**config.mk**
```make
export PLATFORM = sky130hd
export DESIGN_NAME = ysyx_23060332_lsu
export DESIGN_NICKNAME = d
export VERILOG_FILES = /design/src/rtl/ysyx_23060332_lsu_pkg.sv /design/src/rtl/ysyx_23060332_lsu_fmt.sv /design/src/rtl/ysyx_23060332_lsu.sv
export SDC_FILE = /design/constraint.sdc
export NUM_CORES = 1
export LEC_CHECK = 0
export CAP_MARGIN = 10
export CELL_PAD_IN_SITES_DETAIL_PLACEMENT = 1
export CELL_PAD_IN_SITES_GLOBAL_PLACEMENT = 2
export CORE_UTILIZATION = 27
export DETAILED_ROUTE_END_ITERATION = 12
export GPL_TIMING_DRIVEN = 0
export HOLD_SLACK_MARGIN = 0.03
export PLACE_DENSITY = 0.83
export SYNTH_ARGS = -nofsm -noshare
export SYNTH_HDL_FRONTEND = slang
export SYNTH_HIERARCHICAL = 1
export SYNTH_SLANG_ARGS = --single-unit
```
**constraint.sdc**
```tcl
create_clock -name clk -period 4.1 [get_ports clk]
set_input_delay 0.615 -clock clk [delete_from_list [all_inputs] [get_ports clk]]
set_output_delay 0.615 -clock clk [all_outputs]
set_load 0.01 [all_outputs]
```
**src/rtl/ysyx_23060332_lsu_pkg.sv**
```systemverilog
// Shared types for the load/store unit: FSM states, funct3 codes and
// access-size helpers used by both the controller and the formatter.
package ysyx_23060332_lsu_pkg;

  typedef enum logic [1:0] {
    S_IDLE = 2'd0,
    S_REQ  = 2'd1,
    S_WAIT = 2'd2,
    S_DONE = 2'd3
  } lsu_state_e;

  typedef enum logic [1:0] {
    SZ_B = 2'd0,
    SZ_H = 2'd1,
    SZ_W = 2'd2
  } lsu_size_e;

  localparam logic [2:0] F3_LB  = 3'b000;
  localparam logic [2:0] F3_LH  = 3'b001;
  localparam logic [2:0] F3_LW  = 3'b010;
  localparam logic [2:0] F3_LBU = 3'b100;
  localparam logic [2:0] F3_LHU = 3'b101;
  localparam logic [2:0] F3_SB  = 3'b000;
  localparam logic [2:0] F3_SH  = 3'b001;
  localparam logic [2:0] F3_SW  = 3'b010;

  // Unused funct3 codes (011, 110, 111) fall into the word bucket.
  function automatic lsu_size_e f3_size(input logic [2:0] f3);
    case (f3[1:0])
      2'b00:   return SZ_B;
      2'b01:   return SZ_H;
      default: return SZ_W;
    endcase
  endfunction

  function automatic logic is_misaligned(input logic [2:0] f3, input logic [1:0] lo);
    case (f3_size(f3))
      SZ_H:    return lo[0];
      SZ_W:    return (lo != 2'b00);
      default: return 1'b0;
    endcase
  endfunction

endpackage

```
**src/rtl/ysyx_23060332_lsu_fmt.sv**
```systemverilog
// Combinational byte-lane formatter: store mask/data placement and
// load extraction with sign or zero extension.
module ysyx_23060332_lsu_fmt
  import ysyx_23060332_lsu_pkg::*;
#(
  parameter int DW = 32
) (
  input  logic [2:0]    i_funct3,
  input  logic [1:0]    i_sh,
  input  logic [DW-1:0] i_wdata,
  input  logic [DW-1:0] i_rdata,
  output logic [3:0]    o_wmask,
  output logic [DW-1:0] o_wdata,
  output logic [DW-1:0] o_rdata
);

  logic [3:0]    w_mask_base;
  logic [DW-1:0] w_word;

  // Store lane placement.
  always_comb begin
    w_mask_base = 4'b0000;
    case (f3_size(i_funct3))
      SZ_B:    w_mask_base = 4'b0001;
      SZ_H:    w_mask_base = 4'b0011;
      default: w_mask_base = 4'b1111;
    endcase
    o_wmask = w_mask_base << i_sh;
    o_wdata = i_wdata << {i_sh, 3'b000};
  end

  // Load extract and extend.
  always_comb begin
    w_word  = i_rdata >> {i_sh, 3'b000};
    o_rdata = w_word;
    case (i_funct3)
      F3_LB:   o_rdata = {{(DW-8){w_word[7]}}, w_word[7:0]};
      F3_LH:   o_rdata = {{(DW-16){w_word[15]}}, w_word[15:0]};
      F3_LBU:  o_rdata = {{(DW-8){1'b0}}, w_word[7:0]};
      F3_LHU:  o_rdata = {{(DW-16){1'b0}}, w_word[15:0]};
      default: o_rdata = w_word;
    endcase
  end

endmodule

```
**src/rtl/ysyx_23060332_lsu.sv**
```systemverilog
// Load/store unit: one transaction at a time from EXU to data memory and
// back to WBU; misaligned accesses are trapped without touching memory.
module ysyx_23060332_lsu
  import ysyx_23060332_lsu_pkg::*;
#(
  parameter int AW = 32,
  parameter int DW = 32
) (
  input  logic          clk,
  input  logic          rst,
  input  logic          in_valid,
  output logic          in_ready,
  input  logic          in_wen,
  input  logic [2:0]    in_funct3,
  input  logic [AW-1:0] in_addr,
  input  logic [DW-1:0] in_wdata,
  output logic          mem_req_valid,
  input  logic          mem_req_ready,
  output logic          mem_wen,
  output logic [AW-1:0] mem_addr,
  output logic [DW-1:0] mem_wdata,
  output logic [7:0]    mem_wmask,
  input  logic          mem_rsp_valid,
  output logic          mem_rsp_ready,
  input  logic [DW-1:0] mem_rdata,
  output logic          out_valid,
  input  logic          out_ready,
  output logic [DW-1:0] out_rdata,
  output logic          out_err
);

  lsu_state_e    r_state;
  lsu_state_e    w_state_nxt;
  logic          r_wen;
  logic [2:0]    r_funct3;
  logic [AW-1:0] r_addr;
  logic [DW-1:0] r_wdata;
  logic [DW-1:0] r_rdata;
  logic          r_err;
  logic          w_in_req;
  logic          w_store_req;
  logic [3:0]    w_fmt_wmask;
  logic [DW-1:0] w_fmt_wdata;
  logic [DW-1:0] w_fmt_rdata;

  ysyx_23060332_lsu_fmt #(.DW(DW)) u_fmt (
    .i_funct3 (r_funct3),
    .i_sh     (r_addr[1:0]),
    .i_wdata  (r_wdata),
    .i_rdata  (mem_rdata),
    .o_wmask  (w_fmt_wmask),
    .o_wdata  (w_fmt_wdata),
    .o_rdata  (w_fmt_rdata)
  );

  // Next-state selection.
  always_comb begin
    w_state_nxt = r_state;
    case (r_state)
      S_IDLE: begin
        if (in_valid) begin
          w_state_nxt = is_misaligned(in_funct3, in_addr[1:0]) ? S_DONE : S_REQ;
        end else begin
          w_state_nxt = S_IDLE;
        end
      end
      S_REQ: begin
        if (mem_req_ready) w_state_nxt = S_WAIT;
        else               w_state_nxt = S_REQ;
      end
      S_WAIT: begin
        if (mem_rsp_valid) w_state_nxt = S_DONE;
        else               w_state_nxt = S_WAIT;
      end
      S_DONE: begin
        if (out_ready) w_state_nxt = S_IDLE;
        else           w_state_nxt = S_DONE;
      end
      default: w_state_nxt = S_IDLE;
    endcase
  end

  // State register.
  always_ff @(posedge clk or posedge rst) begin
    if (rst) r_state <= S_IDLE;
    else     r_state <= w_state_nxt;
  end

  // Request latch and result capture; the result is cleared once consumed.
  always_ff @(posedge clk or posedge rst) begin
    if (rst) begin
      r_wen    <= 1'b0;
      r_funct3 <= 3'b000;
      r_addr   <= {AW{1'b0}};
      r_wdata  <= {DW{1'b0}};
      r_rdata  <= {DW{1'b0}};
      r_err    <= 1'b0;
    end else begin
      case (r_state)
        S_IDLE: begin
          if (in_valid) begin
            r_wen    <= in_wen;
            r_funct3 <= in_funct3;
            r_addr   <= in_addr;
            r_wdata  <= in_wdata;
            r_rdata  <= {DW{1'b0}};
            r_err    <= is_misaligned(in_funct3, in_addr[1:0]);
          end
        end
        S_WAIT: begin
          if (mem_rsp_valid) r_rdata <= r_wen ? {DW{1'b0}} : w_fmt_rdata;
        end
        S_DONE: begin
          if (out_ready) begin
            r_rdata <= {DW{1'b0}};
            r_err   <= 1'b0;
          end
        end
        default: begin
          r_rdata <= {DW{1'b0}};
          r_err   <= 1'b0;
        end
      endcase
    end
  end

  assign w_in_req      = (r_state == S_REQ);
  assign w_store_req   = w_in_req & r_wen;
  assign in_ready      = (r_state == S_IDLE);
  assign mem_req_valid = w_in_req;
  assign mem_wen       = w_store_req;
  assign mem_addr      = {r_addr[AW-1:2], 2'b00};
  assign mem_wdata     = w_store_req ? w_fmt_wdata : {DW{1'b0}};
  assign mem_wmask     = {4'b0000, (w_store_req ? w_fmt_wmask : 4'b0000)};
  assign mem_rsp_ready = (r_state == S_WAIT);
  assign out_valid     = (r_state == S_DONE);
  assign out_rdata     = r_rdata;
  assign out_err       = r_err;

endmodule

```
# --- After elaboration in Yosys (flattened, before gate mapping) ---
# Cells that the tools add are included.
totals:
  ram_bits: 0
  rom_bits: 0
  reg_bits: 103
  latchBits: 0
  mem_count: 0
classes:
  order_cmp: 0
  shifts: 3
  n_reduce_logical: 9
  bitwise: 2
  n_addsub: 0
  multipliers: 0
  eq_ne: 14
  mux: 24
  n_div: 0
ops:
  columns: ["op", "count"]
  rows:
  - ["2-to-1 mux 32 bit", 5]
  - ["case mux 32 bit (4 select lines)", 1]
  - ["case mux 32 bit (3 select lines)", 1]
  - ["<< shifter 32 x 5 -> 32 bit", 1]
  - [">> shifter 32 x 5 -> 32 bit", 1]
  - ["2-to-1 mux 2 bit", 6]
  - ["== test 2 x 1 -> 1 bit, second input constant", 5]
  - ["logical NOT 2 bit", 4]
  - ["case mux 2 bit (2 select lines)", 2]
  - ["case mux 2 bit (4 select lines)", 1]
  - ["case mux 4 bit (2 select lines)", 1]
  - ["== test 2 bit, second input constant", 3]
  - ["== test 3 bit, second input constant", 2]
  - ["AND reduction 3 bit", 2]
  - ["2-to-1 mux 1 bit", 4]
  - ["2-to-1 mux 4 bit", 1]
  - ["inequality test 2 bit, second input constant", 2]
  - ["<< shifter 4 x 2 -> 4 bit", 1]
  - ["== test 3 x 1 -> 1 bit, second input constant", 1]
  - ["logical NOT 3 bit", 1]
  - ["case mux 1 bit (3 select lines)", 1]
  - ["inequality test 2 x 1 -> 1 bit, second input constant", 1]
  - ["case mux 1 bit (2 select lines)", 1]
  - ["AND reduction 2 bit", 1]
  - ["3 further kinds", 3]

# --- Longest topological paths before layout ---
logic_depth:
  depth_word: 11
  depth_mapped: 6
  ltp_nobuf: 4

# --- Modules after synthesis ---
# Netlist, hierarchy kept.
modules_own_cells:
  columns: ["mod", "cells_per_inst", "seq_area_each_um2", "area_each_um2", "instances"]
  rows:
  - ["ysyx_23060332_lsu", 323, 2577.5, 4428.0, 1]
  - ["ysyx_23060332_lsu_fmt", 197, 0.0, 1345.0, 1]

# --- Least setup slack after synthesis ---
# OpenSTA, ideal clock, no wires.
synth_path:
  path_type: "register to output"
  start: "register r_addr[0]"
  end: "output port mem_wdata[24]"
  stages_incl_launch_ff: 6
  path_slack_ns: 2.114
  arrival_time_ns: 1.371
  required_time_ns: 3.485
  path_cell_list: "dfrtp_1 buf_2 buf_2 buf_1 a21oi_1 and3_1"
synth_via:
  elab_chain_cells: 2
synth_lines:
  columns: ["item", "line_no", "source"]
  rows:
  - ["start: declaration", "ysyx_23060332_lsu.sv:36", "logic [AW-1:0] r_addr;"]
  - ["start signal: assignment", "ysyx_23060332_lsu.sv:94", "r_addr <= {AW{1'b0}};"]
  - ["start signal: assignment", "ysyx_23060332_lsu.sv:104", "r_addr <= in_addr;"]
  - ["<< shifter 32 x 5 -> 32 bit", "ysyx_23060332_lsu_fmt.sv:29", "o_wdata = i_wdata << {i_sh, 3'b000};"]
  - ["via w_fmt_wdata[24]", "ysyx_23060332_lsu.sv:43", "logic [DW-1:0] w_fmt_wdata;"]
  - ["2-to-1 mux 32 bit", "ysyx_23060332_lsu.sv:133", "assign mem_wdata = w_store_req ? w_fmt_wdata : {DW{1'b0}};"]
  - ["end: declaration", "ysyx_23060332_lsu.sv:21", "output logic [DW-1:0] mem_wdata,"]
# The timed path passes the listed nets, and every way through them passes these cells.

# --- Worst setup path in the final report ---
layout_path:
  start: "register r_addr[0]"
  end: "output port mem_wmask[1]"
layout_via:
  elab_chain_cells: 2
layout_lines:
  columns: ["item", "line_no", "source"]
  rows:
  - ["<< shifter 4 x 2 -> 4 bit", "ysyx_23060332_lsu_fmt.sv:28", "o_wmask = w_mask_base << i_sh;"]
  - ["via w_fmt_wmask[1]", "ysyx_23060332_lsu.sv:42", "logic [3:0] w_fmt_wmask;"]
  - ["2-to-1 mux 4 bit", "ysyx_23060332_lsu.sv:134", "assign mem_wmask = {4'b0000, (w_store_req ? w_fmt_wmask : 4'b0000)};"]
  - ["end: declaration", "ysyx_23060332_lsu.sv:22", "output logic [7:0] mem_wmask,"]
# The timed path passes the listed nets, and every way through them passes these cells.

==> run summary <==
run status - completed
CP arrival - 2700 ps
Crit path max-delay family - buffers and inverters
slowest CP cell - clkdlybuf4s50_1
Synth Instances - 520
Syn Area/Cell - 11.10 um^2
Post-CTS Setup Inserts - 0
CP Launch Type - register
clk_lat worst skew - 350 ps
largest net degree at the start of global routing - 61
Die Wd - 148.2 um
hold_buf cts - 0
fin crit period - 3311 ps
CP cell instances - buf_2, buf_2, clkbuf_1, nor2_1, nor2_1, and3_1, clkdlybuf4s50_1
RR Startpoint - r_addr[0]
hold crit path type - register to register
RSZ-0062 raised after global routing - false
CP Class - register to output pin
CTS sink count - 103
vias per std cell - 4.775
Post-DP HPWL - 15.44 mm
vias in the first global route - 5461
core area - 21020 um^2
max cap viols - 0
CP required - 3480 ps
Fin. Hold Viols - 0
PD cells - 730.6 nW/um^2
drc violations - 0
Die Area - 21970 um^2
routability cong. - 0.8552
vias - 4899
Initial Util - 0.2746
Max Slew Vio Count - 0
area grow syn2layout - 48.35%
Initial DRT Pass Iterations - 4
Crit path depth - 7
post-synthesis sequential area ratio - 0.4465
CTS resizes - 0
Reg-to-Reg End - out_rdata[4]
Slew @ Worst Pin - 671.7 ps
Placed Area - 8258 um^2
FF-to-FF path depth - 5
Max-slew headroom - 0.5505
worst vdd ir - 0.2929 mV
DR WL/cell - 19.37 um
Congestion Overflow GR - 0
mapped cell area - 5773 um^2
clock slew at reported path FFs - 70 ps
Die Height - 148.2 um
Final #Nets - 852
share of cells above drive strength 1 - 0.2210
post-route cell area - 8564 um^2
Netlist cell types - 36
routed wire length - 19.87 mm
Num CTS Buffers - 9
row cnt - 53
initial antenna violation count - 0
Lkg Pwr - 3.684 nW
Critical path origin - r_addr[0]
setup violators final - 0
PortBufs - 209
Tcrit/Tclk final - 0.8076
fmax - 302.0 MHz
Util after Layout - 0.4074
Antenna Nets Post-Route - 0
worst reg-to-reg setup slack - 2130 ps
CTS tree - done
Root Buffer - clkbuf_16
CP Max Fanout - 10
first-pass GRT wire length - 31.48 mm
CP bufs+invs - 4
Crit path largest cell delay - 570 ps
Yosys warning count - 6
GRT Overall Usage - 0.1872
final setup skew - 9.877 ps
Final Total Pwr - 0.006258 W
crit end category - output pin
number of DRC markers in iteration 0 - 145
Max H-tree Level - 3
register bit total from synthesis - 103
# diodes - 0
Max clock buf depth - 2
CP Capture Point - mem_wmask[1]
I/O Pins - 216
-- flip-flops by register name, summed over array words and instances, names as in the netlist --
name and cells:
r_wdata 32, r_funct3 3, r_addr 32, r_state 2
r_wen 1, out_rdata 32, out_err 1
-- worst register-to-register path, stage by stage (launching register included) --
cell	delay (ps)
dfrtp_1	420
buf_2	240
buf_2	320
buf_1	480
a21oi_1	170
a22o_1	240
-- synthesized netlist by cell type --
| master | number | area share |
|---|---|---|
| nor2_1 | 15 | 0.0098 |
| and2b_1 | 1 | 0.0013 |
| nor3b_2 | 1 | 0.0022 |
| mux2i_1 | 32 | 0.055 |
| or2_2 | 9 | 0.0098 |
| buf_2 | 11 | 0.0095 |
| mux2_2 | 62 | 0.12 |
| o21ai_0 | 17 | 0.015 |
| mux2_1 | 9 | 0.018 |
| nor3b_4 | 1 | 0.0033 |
| nand3b_1 | 1 | 0.0013 |
| inv_1 | 2 | 0.0013 |
| and3b_1 | 1 | 0.0015 |
| a31oi_1 | 1 | 0.0011 |
| buf_1 | 3 | 0.0020 |
| a21o_1 | 2 | 0.0026 |
| a211oi_1 | 16 | 0.021 |
| a311o_1 | 1 | 0.0017 |
| a21oi_1 | 31 | 0.027 |
| conb_1 | 1 | 0.00065 |
| o211ai_1 | 3 | 0.0039 |
| buf_4 | 43 | 0.056 |
| buf_6 | 8 | 0.016 |
| and2_1 | 10 | 0.011 |
| and3_1 | 36 | 0.039 |
| dfrtp_1 | 103 | 0.45 |
| nand2b_1 | 3 | 0.0033 |
| a221oi_4 | 1 | 0.0046 |
| nor2b_1 | 18 | 0.020 |
| xnor2_1 | 1 | 0.0015 |
| nand2_1 | 19 | 0.012 |
| clkbuf_1 | 14 | 0.0091 |
| mux2_4 | 1 | 0.0026 |
| o21ai_2 | 2 | 0.0030 |
| o22ai_2 | 9 | 0.020 |
| a22o_1 | 32 | 0.049 |
-- logic make-up after synthesis --
family | Yosys count | share of synthesized area
flip-flops | 103 | 0.4465
AO/OA/AOI/OAI | 115 | 0.1474
multiplexers | 104 | 0.1966
buffers and inverters | 81 | 0.09341
other | 1 | 0.0006496
XOR/XNOR | 1 | 0.001517
AND/OR/NAND/NOR | 115 | 0.1140
-- report_power, final --
group	switching (W)	internal, W
sequential	0.000332	0.00145
combinational	0.00170	0.00187
clock	0.000406	0.000493
-- placed cells by master (no fill, tap or decap), types with 2 or more instances in the layout --
| cell | n |
|---|---|
| mux2_2 | 62 |
| clkbuf_1 | 14 |
| nor2_1 | 15 |
| o211ai_1 | 3 |
| mux2_1 | 9 |
| buf_2 | 11 |
| clkbuf_16 | 9 |
| dfrtp_1 | 103 |
| a211oi_1 | 16 |
| and2_1 | 10 |
| a21o_1 | 2 |
| buf_6 | 8 |
| o21ai_2 | 2 |
| a22o_1 | 32 |
| or2_2 | 9 |
| nand2_1 | 19 |
| mux2i_1 | 32 |
| conb_1 | 6 |
| buf_4 | 43 |
| clkinvlp_4 | 2 |
| o22ai_2 | 9 |
| a21oi_1 | 31 |
| and3_1 | 36 |
| nor2b_1 | 18 |
| buf_1 | 3 |
| nand2b_1 | 3 |
| o21ai_0 | 17 |
| clkdlybuf4s50_1 | 209 |
-- metal layers --
layer  part of all wire  track usage
met5                  0            0
met3              0.076      0.04755
met1               0.42       0.2346
met2               0.48       0.3103
met4              0.021      0.06753
-- cell type report --
| type | count | area [um^2] |
|---|---|---|
| sequential | 103 | 2577 |
| tap | 275 | 344.1 |
| clock buffer | 10 | 239.0 |
| inverter | 2 | 10.01 |
| multi-input combinational | 341 | 2675 |
| clock inverter | 6 | 67.56 |
| buffer | 79 | 531.8 |
| fill | 2304 | 12460 |
| timing repair buffer | 210 | 2120 |
-- worst min-delay path by stage --
stage          cells past startpoint         start            to  slack [ps]
2_1_floorplan                      1   r_wdata[24]   r_wdata[24]         470
5_1_grt                            1  out_rdata[3]  out_rdata[3]         520
3_5_place_dp                       1   r_wdata[26]   r_wdata[26]         500
6_report                           1   r_wdata[26]   r_wdata[26]         500
3_3_place_gp                       1   r_wdata[25]   r_wdata[25]         490
4_1_cts                            1   r_wdata[26]   r_wdata[26]         510
-- through the flow --
step | instances | hold WS (ps) | setup TNS (ps) | worst slack (ps)
CTS | 1026 | 508.0 | 0 | 727.0
finish | 1026 | 502.9 | 0 | 789.0
detailed placement | 1010 | 496.2 | 0 | 1134
global placement | 1009 | 488.2 | -82720 | -816.2
global route | 1026 | 524.9 | 0 | 558.1
floorplan | 525 | 472.6 | 0 | 781.2
Note: power is estimated with default switching activity, not from simulation.
